<file path="src/rtl/axis_rr_arbiter.sv">
// axis_rr_arbiter
// Merges NUM_SLAVE_STREAMS AXI-Stream inputs onto one output. Arbitration is
// round-robin and packet-granular: a granted source keeps the output until its
// tlast beat handshakes. The granted index is published on axis_o_tdest so a
// tdest-routed switch downstream can return responses to the originator.
//
// Ports:
//   clk            clock, rising edge
//   sreset         synchronous active-high reset
//   axis_i_tdata   concatenated input data, stream i at [(i+1)*AXIS_BYTES*8-1 -: AXIS_BYTES*8]
//   axis_i_tuser   concatenated input user, same slicing
//   axis_i_tvalid  per-stream valid
//   axis_i_tlast   per-stream last
//   axis_i_tready  per-stream ready (only the granted bit can be set)
//   axis_o_tdata   merged data
//   axis_o_tuser   merged user
//   axis_o_tvalid  merged valid
//   axis_o_tlast   merged last
//   axis_o_tready  downstream ready
//   axis_o_tdest   index of the granted source
module axis_rr_arbiter #(
   parameter int unsigned AXIS_BYTES        = 1,
   parameter int unsigned AXIS_USER_BITS    = 1,
   parameter int unsigned NUM_SLAVE_STREAMS = 2,
   localparam int unsigned AXIS_DEST_BITS   = (NUM_SLAVE_STREAMS == 1) ? 1 : $clog2(NUM_SLAVE_STREAMS)
) (
   input  logic                                           clk,
   input  logic                                           sreset,
   input  logic [NUM_SLAVE_STREAMS*AXIS_BYTES*8-1:0]      axis_i_tdata,
   input  logic [NUM_SLAVE_STREAMS*AXIS_USER_BITS-1:0]    axis_i_tuser,
   input  logic [NUM_SLAVE_STREAMS-1:0]                   axis_i_tvalid,
   input  logic [NUM_SLAVE_STREAMS-1:0]                   axis_i_tlast,
   output logic [NUM_SLAVE_STREAMS-1:0]                   axis_i_tready,
   output logic [AXIS_BYTES*8-1:0]                        axis_o_tdata,
   output logic [AXIS_USER_BITS-1:0]                      axis_o_tuser,
   output logic                                           axis_o_tvalid,
   output logic                                           axis_o_tlast,
   input  logic                                           axis_o_tready,
   output logic [AXIS_DEST_BITS-1:0]                      axis_o_tdest
);

   localparam int unsigned DATA_W = AXIS_BYTES * 8;
   localparam int unsigned USER_W = AXIS_USER_BITS;
   localparam int unsigned NS     = NUM_SLAVE_STREAMS;
   localparam int unsigned SUM_W  = AXIS_DEST_BITS + 1;

   // Stream count at the width of the modulo adder below.
   localparam logic [SUM_W-1:0] NS_W = SUM_W'(NUM_SLAVE_STREAMS);

   typedef enum logic [0:0] {
      IDLE   = 1'b0,
      LOCKED = 1'b1
   } state_t;

   state_t                    state;
   state_t                    state_n;
   logic [AXIS_DEST_BITS-1:0] grant;
   logic [AXIS_DEST_BITS-1:0] grant_n;
   logic [AXIS_DEST_BITS-1:0] last_grant;
   logic [AXIS_DEST_BITS-1:0] last_grant_n;

   logic                      rr_found;
   logic [AXIS_DEST_BITS-1:0] rr_pick;
   logic [SUM_W-1:0]          rr_sum;

   logic [DATA_W-1:0]         sel_data;
   logic [USER_W-1:0]         sel_user;
   logic                      sel_valid;
   logic                      sel_last;
   logic [NS-1:0]             sel_onehot;
   logic                      pkt_done;

   // Round-robin search: last_grant+1, last_grant+2, ... wrapping modulo NS,
   // so last_grant itself is the final candidate. Since last_grant < NS and
   // the offset is <= NS, one conditional subtract implements the modulo.
   always_comb begin : rr_search
      rr_found = 1'b0;
      rr_pick  = '0;
      rr_sum   = '0;
      for (int unsigned k = 1; k <= NS; k++) begin
         rr_sum = {1'b0, last_grant} + SUM_W'(k);
         if (rr_sum >= NS_W) begin
            rr_sum = rr_sum - NS_W;
         end
         if (!rr_found && axis_i_tvalid[rr_sum[AXIS_DEST_BITS-1:0]]) begin
            rr_found = 1'b1;
            rr_pick  = rr_sum[AXIS_DEST_BITS-1:0];
         end
      end
   end

   // Input mux steered by the grant register.
   always_comb begin : grant_mux
      sel_data   = '0;
      sel_user   = '0;
      sel_valid  = 1'b0;
      sel_last   = 1'b0;
      sel_onehot = '0;
      for (int unsigned i = 0; i < NS; i++) begin
         if (grant == AXIS_DEST_BITS'(i)) begin
            sel_data      = axis_i_tdata[i*DATA_W +: DATA_W];
            sel_user      = axis_i_tuser[i*USER_W +: USER_W];
            sel_valid     = axis_i_tvalid[i];
            sel_last      = axis_i_tlast[i];
            sel_onehot[i] = 1'b1;
         end
      end
   end

   assign pkt_done = sel_valid & axis_o_tready & sel_last;

   // State register; reset hands first priority to stream 0.
   always_ff @(posedge clk) begin : state_reg
      if (sreset) begin
         state      <= IDLE;
         grant      <= '0;
         last_grant <= AXIS_DEST_BITS'(NS - 1);
      end else begin
         state      <= state_n;
         grant      <= grant_n;
         last_grant <= last_grant_n;
      end
   end

   // Next-state: grant is only loaded in IDLE, so it cannot move mid-packet.
   always_comb begin : next_state
      state_n      = state;
      grant_n      = grant;
      last_grant_n = last_grant;
      case (state)
         IDLE: begin
            if (rr_found) begin
               grant_n = rr_pick;
               state_n = LOCKED;
            end
         end
         LOCKED: begin
            if (pkt_done) begin
               last_grant_n = grant;
               state_n      = IDLE;
            end
         end
         default: begin
            state_n = IDLE;
         end
      endcase
   end

   // Outputs: data/user/dest always follow grant; handshake lines are gated
   // by LOCKED so the IDLE arbitration cycle is a bubble on both sides.
   always_comb begin : out_comb
      axis_o_tdata  = sel_data;
      axis_o_tuser  = sel_user;
      axis_o_tdest  = grant;
      axis_o_tvalid = 1'b0;
      axis_o_tlast  = 1'b0;
      axis_i_tready = '0;
      if (state == LOCKED) begin
         axis_o_tvalid = sel_valid;
         axis_o_tlast  = sel_last;
         axis_i_tready = sel_onehot & {NS{axis_o_tready}};
      end
   end

endmodule

</file>
<file path="config.mk">
export PLATFORM = sky130hd
export DESIGN_NAME = axis_rr_arbiter
export DESIGN_NICKNAME = d
export VERILOG_FILES = /design/src/rtl/axis_rr_arbiter.sv
export SDC_FILE = /design/constraint.sdc
export NUM_CORES = 1
export LEC_CHECK = 0
export CORE_AREA = 2 2 39 41
export CTS_BUF_LIST = sky130_fd_sc_hd__clkbuf_8
export DETAILED_ROUTE_END_ITERATION = 8
export DIE_AREA = 0 0 41 43
export PLACE_DENSITY = 0.73
export SLEW_MARGIN = 0
export SYNTH_ARGS = -nofsm -noshare
export SYNTH_HDL_FRONTEND = slang
export SYNTH_SLANG_ARGS = --single-unit
</file>
<file path="constraint.sdc">
create_clock -name clk -period 1.45 [get_ports clk]
set_input_delay 0.29 -clock clk [delete_from_list [all_inputs] [get_ports clk]]
set_output_delay 0.29 -clock clk [all_outputs]
set_load 0.02 [all_outputs]
</file>
## After elaboration in Yosys (flattened, before gate mapping)

Cells that the tools add are included.

| storage, ports and cells | value |
|---|---|
| logic and storage cells | 41 |
| output and inout bits | 14 |
| input bits | 25 |
| register bits after elaboration | 3 |

| cells by class | value |
|---|---|
| $add $sub $neg | 4 |
| bitwise gates (word level) | 4 |
| reductions and logical operators | 4 |
| order comparisons | 4 |
| mux-type cells | 22 |

Operators with widths:

| kind | count |
|---|---|
| $mux 1 | 19 |
| $mux 8 | 1 |
| $ge 2x2->1 const B | 2 |
| $lt 1x2->1 const B | 2 |
| $reduce_and 2->1 | 2 |
| $add 1x1->2 const B | 1 |
| $add 1x2->2 const B | 1 |
| $and 1x1->1 | 2 |
| $and 2x2->2 | 1 |
| $mux 2 | 1 |
| $pmux 1 s2 | 1 |
| $sub 1x1->1 const B | 2 |
| $logic_and 1x1->1 | 1 |
| $logic_not 1->1 | 1 |
| $not 1->1 | 1 |

## Logic depth before layout (Yosys ltp)

Gate-level depths: netlist (run 1).

| logic depth | value |
|---|---|
| word-level depth | 11 |
| gate-level depth with buffers | 4 |
| mapped depth without buffers | 3 |

## Worst setup path after synthesis (run 1)

Ideal clock, no wire load.

| timing | value |
|---|---|
| path kind | flip-flop to output port |
| start point | reg grant (netlist: axis_o_tdest) |
| end point | out axis_o_tdata[0] |
| cell stages (with the launch flop) | 4 |
| arrival | 1135 ps |
| data required time | 1160 ps |
| buffers on the path | 2 |
| slack | 25 ps |
| cells stage by stage | dfxtp_1 > buf_6 > buf_4 > mux2_2 |

| between the ends | value |
|---|---|
| word-level cells in the longest chain between the ends | 1 |

RTL lines:

| what | RTL line | RTL |
|---|---|---|
| start, declared | 57 | `logic [AXIS_DEST_BITS-1:0] grant;` |
| start signal, assigned | 120 | `grant <= grant_n;` |
| $mux 8 | 100 | `if (grant == AXIS_DEST_BITS'(i)) begin` |
| end, declared | 34 | `output logic [AXIS_BYTES*8-1:0] axis_o_tdata,` |

No other way between the ends.

## Worst setup path in the final report (run 1)

| timing | value |
|---|---|
| start point | reg grant (netlist: axis_o_tdest) |
| end point | out axis_o_tdata[3] |

The elaborated chain is that of the path after synthesis.

==> results of run 1 <==
[logic make-up (layout without fill, tap and decap cells)]
group,after synthesis,count (layout),synth area share
muxes,11,11,0.408
buffers and inverters,4,53,0.0883
and+or+nand+nor,9,9,0.168
DFF,3,3,0.202
AOI/OAI and AO/OA,6,6,0.134
[power breakdown]
| part | internal, mW | switching, mW | total, mW | leakage, nW |
|---|---|---|---|---|
| Sequential | 0.0877 | 0.00761 | 0.0953 | 0.0255 |
| Combinational | 0.168 | 0.0931 | 0.261 | 0.375 |
| Clock | 0.181 | 0.0588 | 0.239 | 0.0269 |
[layer usage]
metal / track usage / part of all wire / vias to the layer above
met5: 0 / 0 / -
met4: 0.0800 / 0.014 / 0
met3: 0.0209 / 0.055 / 2
met2: 0.209 / 0.50 / 13
met1: 0.167 / 0.43 / 192
li1: - / - / 216
[area by class of cell]
| class | count | area (µm²) |
|---|---|---|
| fill | 124 | 523 |
| clock buffer | 3 | 41.3 |
| inverter | 2 | 7.51 |
| clock inverter | 1 | 3.75 |
| timing repair buffer | 47 | 487 |
| sequential | 3 | 63.8 |
| multi-input combinational | 26 | 238 |
| tap | 16 | 20.0 |
[stage by stage]
step,area (µm²),TNS [ns],setup WS (ns)
final,861,-0.00704,-0.00355
after global routing,861,-0.174,-0.0212
after CTS,724,-0.199,-0.0357
after detailed placement,744,-4.47,-0.419
after global placement,744,-4.37,-0.419
after floorplan,298,0,0.0254
[how the worst min path moves through the flow]
stage / start / end / slack, ns / cells after the start
2_1_floorplan: sreset / axis_o_tdest$_SDFFE_PP0P_ / 0.36 / 1
3_3_place_gp: last_grant$_SDFFE_PP1P_ / last_grant$_SDFFE_PP1P_ / 0.44 / 1
3_5_place_dp: last_grant$_SDFFE_PP1P_ / last_grant$_SDFFE_PP1P_ / 0.45 / 1
4_1_cts: last_grant$_SDFFE_PP1P_ / last_grant$_SDFFE_PP1P_ / 0.45 / 1
5_1_grt: last_grant$_SDFFE_PP1P_ / last_grant$_SDFFE_PP1P_ / 0.47 / 1
6_report: last_grant$_SDFFE_PP1P_ / last_grant$_SDFFE_PP1P_ / 0.45 / 1
[synth_stat cells]
cell type,number,share of area
nor2b_1,2,0.042
nand3b_1,2,0.050
dfxtp_1,3,0.20
a21oi_1,1,0.017
nor2_1,1,0.013
mux2i_1,2,0.067
o21ai_0,2,0.034
buf_4,1,0.025
o311a_1,1,0.034
nand3_1,1,0.017
and3_1,1,0.021
nand2_1,2,0.025
a21o_1,2,0.050
mux2_2,9,0.34
buf_6,1,0.038
inv_1,2,0.025
[worst max-delay path, delay by kind of cell (launching register included)]
kind     cells  cell delay [ns]
flops        1             0.37
buf+inv      2             0.27
mux          1             0.31
[timing repair]
item | in CTS | in global routing
pin swaps | 0 | 0
setup endpoints to repair | 14 | 11
gates cloned | 0 | 1
buffers inserted | 0 | 1
hold buffers | 0 | 0
gates resized for setup | 54 | 33
==> results.md, run 1 <==
- Result of the run: finished with violations
- Violated checks: negative setup slack
- List of cells traversed by the critical path: buf_12, mux2_4, buf_6
- Area of the mapped netlist: 298 µm²
- Overall routed net length: 1260 µm
- Number of H-tree branching levels: 1
- Mean area per synthesized cell: between 9 and 10 µm²
- Share of post-route cells with drive strength above 1: 0.427
- Area Overhead vs Synth: 189%
- Via-per-instance ratio: ~4.3
- Register-to-Register Path Depth: 5
- Register-to-register setup slack: ~0.2 ns
- Worst setup path endpoint: axis_o_tdata[3]
- Data arrival time of the worst path: 1.16 ns
- Vert. Die Dim: 43 µm
- Fraction of the core area covered by cells at the end of the flow: 0.622
- IO buf count: 38
- Power density normalized to cell area: 691 nW/µm²
- Number of instances in the placed design: 92
- Residual DRC count: 0
- I/O pin cnt: 39
- Startpoint of the worst setup timing path: axis_o_tdest$_SDFFE_PP0P_
- Clock-pin slew on the worst setup and hold paths: 0.03 ns
- Post-synthesis sequential area ratio: 0.202
- Overall power after layout: 0.595 mW
- Skew final: roughly 0.0032 ns
- Leakage component of the power: approximately 0.43 nW
- Average detailed-routed wire length per instance: between 10 and 15 µm
- Slew Viols, Final: 0
- Global routing usage summed across all routing layers: 0.135
- Worst Setup Start Kind: register
- Number of nets in the finished design: 108
- Worst Hold Class: reg -> reg
- Clock tree from TritonCTS: built
- Crit path kind: reg -> out
- Maximum number of pins on one net before global-route repair: 15
- Weighted congestion reported at the end of routability-driven placement: 0.816
- Detailed Route Iter0 Violations: 1
- ANT nets after route: 0
- Critical path required time: 1.16 ns
- Number of vias after detailed routing: 423
- Via count of the first global-routing pass: around 380
- Maximum buffer depth of the clock tree: 2
- Min Tclk post-route: 1.45 ns
- Total Die Area: 1760 µm²
- Final global-route overflow total: 0
- Max-capacitance violation count: 0
- WHS: between 0.4 and 0.5 ns
- Post-synthesis register bit count: 3
- Largest fanout on the critical path: 7
- Kind of end point of the critical path: output port
- Worst-path cell with the longest stage delay: dfxtp_4
- RR Endpoint: last_grant$_SDFFE_PP1P_
- Number of rows in the core area: 14
- Synth Instances: 33
- Inserted Clock Buffers: 3
- Clock root buffer: clkbuf_8
- Die X-Extent: 41 µm
- Worst slew pin tran: approximately 0.22 ns
- Highest-count cells in the layout ignoring fill and taps: 20 x clkdlybuf4s50_1, 10 x buf_6, 8 x buf_4
- Skew-Pair Late Insertion Delay: 0.22 ns
- Final critical-path share of the clock period: 1.00
- Hold violation total from the final report: 0
- Initial antenna violation count: 0
- Number of nets produced by synthesis: 58
- Antenna diode instance count: 0
- Hpwl dp: around 830 µm
- Number of optimization iterations in the first detailed-route pass: 2
- Number of standard cells in the final layout excluding fillers: between 90 and 100
- First-pass GRT wire length: 1620 µm
- Launching point of the worst reg2reg path: axis_o_tdest$_SDFFE_PP0P_
- Clock Sinks: 3
- Setup violation total in the final timing report: 4
- Number of warnings issued by yosys: 0
- Effective utilization at floorplan: 0.215
- Timing-limited maximum frequency: 0.688 GHz
- Slew HR: 0.850
- Most common cell after layout, fill and taps aside: clkdlybuf4s50_1
- Standard cell core area: 1380 µm²
- Delay of the slowest cell on the worst path: 0.37 ns
- Setup repair after global routing missed its margin: true
- Final WS setup: -0.00355 ns
- Distinct cell type count of the synthesized netlist: 16
- Worst-case vdd ir drop: 0.464 mV
Note: power is estimated with default switching activity, not from simulation.
==> run 2: changes to the inputs <==
--- a/config.mk
+++ b/config.mk
@@ -9,7 +9,7 @@
 export CTS_BUF_LIST = sky130_fd_sc_hd__clkbuf_8
 export DETAILED_ROUTE_END_ITERATION = 8
 export DIE_AREA = 0 0 41 43
-export PLACE_DENSITY = 0.73
+export PLACE_DENSITY = 0.76
 export SLEW_MARGIN = 0
 export SYNTH_ARGS = -nofsm -noshare
 export SYNTH_HDL_FRONTEND = slang
==> run 2 against run 1 <==
The flow now finishes without violations. Critical endpoint unchanged. Combinational power rose by 3%. Setup slack improved by 0.0067 ns. Sequential share of layout area barely moved.
==> results.md, run 2 (same netlist as run 1, synthesis figures left out) <==
- Crit path kind: reg -> out
- I/O pin cnt: 39 (unchanged)
- Leakage component of the power: 0.402 nW (-5.8%)
- Clock root buffer: clkbuf_8
- Worst Hold Class: reg -> reg
- Via count of the first global-routing pass: 397 (+5.0%)
- Number of standard cells in the final layout excluding fillers: 99 (+1.0%)
- Vert. Die Dim: 43 µm (unchanged)
- Via-per-instance ratio: 4.39 (+1.8%)
- Initial antenna violation count: 0 (unchanged)
- Slew Viols, Final: 0 (unchanged)
- Number of H-tree branching levels: 1 (unchanged)
- Clock Sinks: 3 (unchanged)
- Number of instances in the placed design: 93 (+1.1%)
- Inserted Clock Buffers: 3 (unchanged)
- Average detailed-routed wire length per instance: 12.6 µm (-2.0%)
- Hold Path Depth: 1 (unchanged)
- Maximum number of pins on one net before global-route repair: 15 (unchanged)
- Timing-limited maximum frequency: 0.691 GHz (+0.46%)
- Residual DRC count: 0 (unchanged)
- Number of vias after detailed routing: 435 (+2.8%)
- Setup repair after global routing missed its margin: true
- Highest-count cells in the layout ignoring fill and taps: 24 x clkdlybuf4s50_1, 10 x buf_6, 9 x mux2_4
- Power density normalized to cell area: 685 nW/µm² (-0.89%)
- Clock-pin slew on the worst setup and hold paths: 0.03 ns (about the same)
- Endpoint, Worst Hold: last_grant$_SDFFE_PP1P_
- Fraction of power consumed by sequential logic: 0.160 (about the same)
- Skew final: 0.000224 ns (-0.00296 ns)
- Register-to-Register Path Depth: 5 (unchanged)
- WHS: 0.455 ns (+0.00302 ns)
- Clock network power share: 0.387 (-0.015)
- Slew HR: 0.863 (+0.0131)
- Standard cell core area: 1380 µm² (unchanged)
- Maximum buffer depth of the clock tree: 2 (unchanged)
- Result of the run: completed
- Fraction of power consumed by combinational cells: 0.453 (+0.015)
- Kind of end point of the critical path: output port
- Number of nets in the finished design: 109 (+0.93%)
- Number of rows in the core area: 14 (unchanged)
- Hold violation total from the final report: 0 (unchanged)
- Clock tree from TritonCTS: built
- Number of optimization iterations in the first detailed-route pass: 2 (unchanged)
- Register-to-register setup slack: 0.29 ns (+0.09 ns)
- Area Overhead vs Synth: 190%
- Start point of the worst min-delay path: last_grant$_SDFFE_PP1P_
- Worst-case vdd ir drop: 0.439 mV (-5.4%)
- Fraction of the core area covered by cells at the end of the flow: 0.624 (+0.00181)
- Worst Setup Start Kind: register
- Pre-CTS setup slack: -0.404 ns (+0.0156 ns)
- Antenna diode instance count: 0 (unchanged)
- Detailed Route Iter0 Violations: 6 (+5)
- Min Tclk post-route: 1.45 ns (-0.00672 ns)
- Final WS setup: 0.00318 ns (+0.00672 ns)
- Int Pwr: 0.441 mW (+1.1%)
- Share of post-route cells with drive strength above 1: 0.434 (+0.00691)
- Global routing usage summed across all routing layers: 0.130 (-0.00589)
- Switching share of power: 0.255 (-0.0129)
- Launching point of the worst reg2reg path: axis_o_tdest$_SDFFE_PP0P_
- Setup TNS: 0 ns (+0.00704 ns)
- Sw power: 0.151 mW (-5.4%)
- Setup violation total in the final timing report: 0 (-4)
- Hpwl dp: 886 µm (+7.1%)
- Critical path required time: 1.16 ns (about the same)
- Data arrival time of the worst path: 1.16 ns (about the same)
- Die X-Extent: 41 µm (unchanged)
- First-pass GRT wire length: 1570 µm (-3.0%)
- Most common cell after layout, fill and taps aside: clkdlybuf4s50_1
- Weighted congestion reported at the end of routability-driven placement: 0.798 (-2.2%)
- Worst slew pin tran: 0.206 ns (-0.0186 ns)
- ANT nets after route: 0 (unchanged)
- RR Endpoint: last_grant$_SDFFE_PP1P_
- Max-capacitance violation count: 0 (unchanged)
- Final global-route overflow total: 0 (unchanged)
- Overall routed net length: 1240 µm (-0.96%)
- Total Die Area: 1760 µm² (unchanged)
- IO buf count: 38 (unchanged)
- Effective utilization at floorplan: 0.215 (unchanged)
- Skew-Pair Late Insertion Delay: 0.21 ns (about the same)
- Largest fanout on the critical path: 7 (unchanged)
- Final critical-path share of the clock period: 0.998 (-0.00464)
[run 2: cell types whose count changed in the layout (fill, tap and decap cells not counted)]
cell,delta
dlymetal6s2s_1,-4
mux2_2,-2
buf_2,+1
clkdlybuf4s50_1,+4
mux2_4,+2
[run 2: cell type report]
cell class	count	area, µm²
fillers	120	520
flip-flops and latches	3	63.8
inverters	2	7.51
clock inverters	1	3.75
multi-input cells	26	245
well taps	16	20.0
repair buffers	48	482
clock buffers	3	41.3
[run 2: power by group through the flow]
stage	sequential (mW)	clock (mW)	combinational, mW
after floorplan	0.0951	0	0.0914
after global placement	0.0941	0	0.235
after detailed placement	0.0943	0	0.239
after CTS	0.0936	0.238	0.212
after global routing	0.0953	0.243	0.285
final	0.0945	0.229	0.268
[run 2: how the worst max path moves through the flow]
stage	start	to	depth (start not counted)
after global routing	axis_o_tdest$_SDFFE_PP0P_	axis_o_tvalid	4
after detailed placement	axis_i_tvalid[0]	axis_o_tvalid	4
final	axis_o_tdest$_SDFFE_PP0P_	axis_o_tdata[3]	3
after CTS	axis_o_tdest$_SDFFE_PP0P_	axis_o_tdata[3]	3
after floorplan	axis_o_tdest$_SDFFE_PP0P_	axis_o_tdata[0]	3
after global placement	axis_i_tvalid[0]	axis_o_tvalid	4
[run 2: routing by layer]
layer | part of all wire | vias to the layer above | GRT usage
met5 | 0 | - | 0
met4 | 0 | 0 | 0.0600
met3 | 0.092 | 0 | 0.0209
met2 | 0.51 | 18 | 0.225
met1 | 0.39 | 196 | 0.141
li1 | - | 221 | -
[run 2: critical path, stage by stage (launching register included)]
cell and delay (ns):
dfxtp_4 0.37, buf_12 0.13, mux2_4 0.31, buf_6 0.13
[run 2: metrics by stage]
stage	area [µm²]	total power, mW
after floorplan	298	0.187
after global placement	752	0.329
after detailed placement	752	0.333
after CTS	732	0.544
after global routing	863	0.623
final	863	0.592
[run 2: timing repair]
item,CTS,global route
gates resized for setup,54,30
endpoints found under the setup margin,14,10
gates cloned,0,1
setup buffers,0,1
pin swaps,0,0
hold buffers,0,0
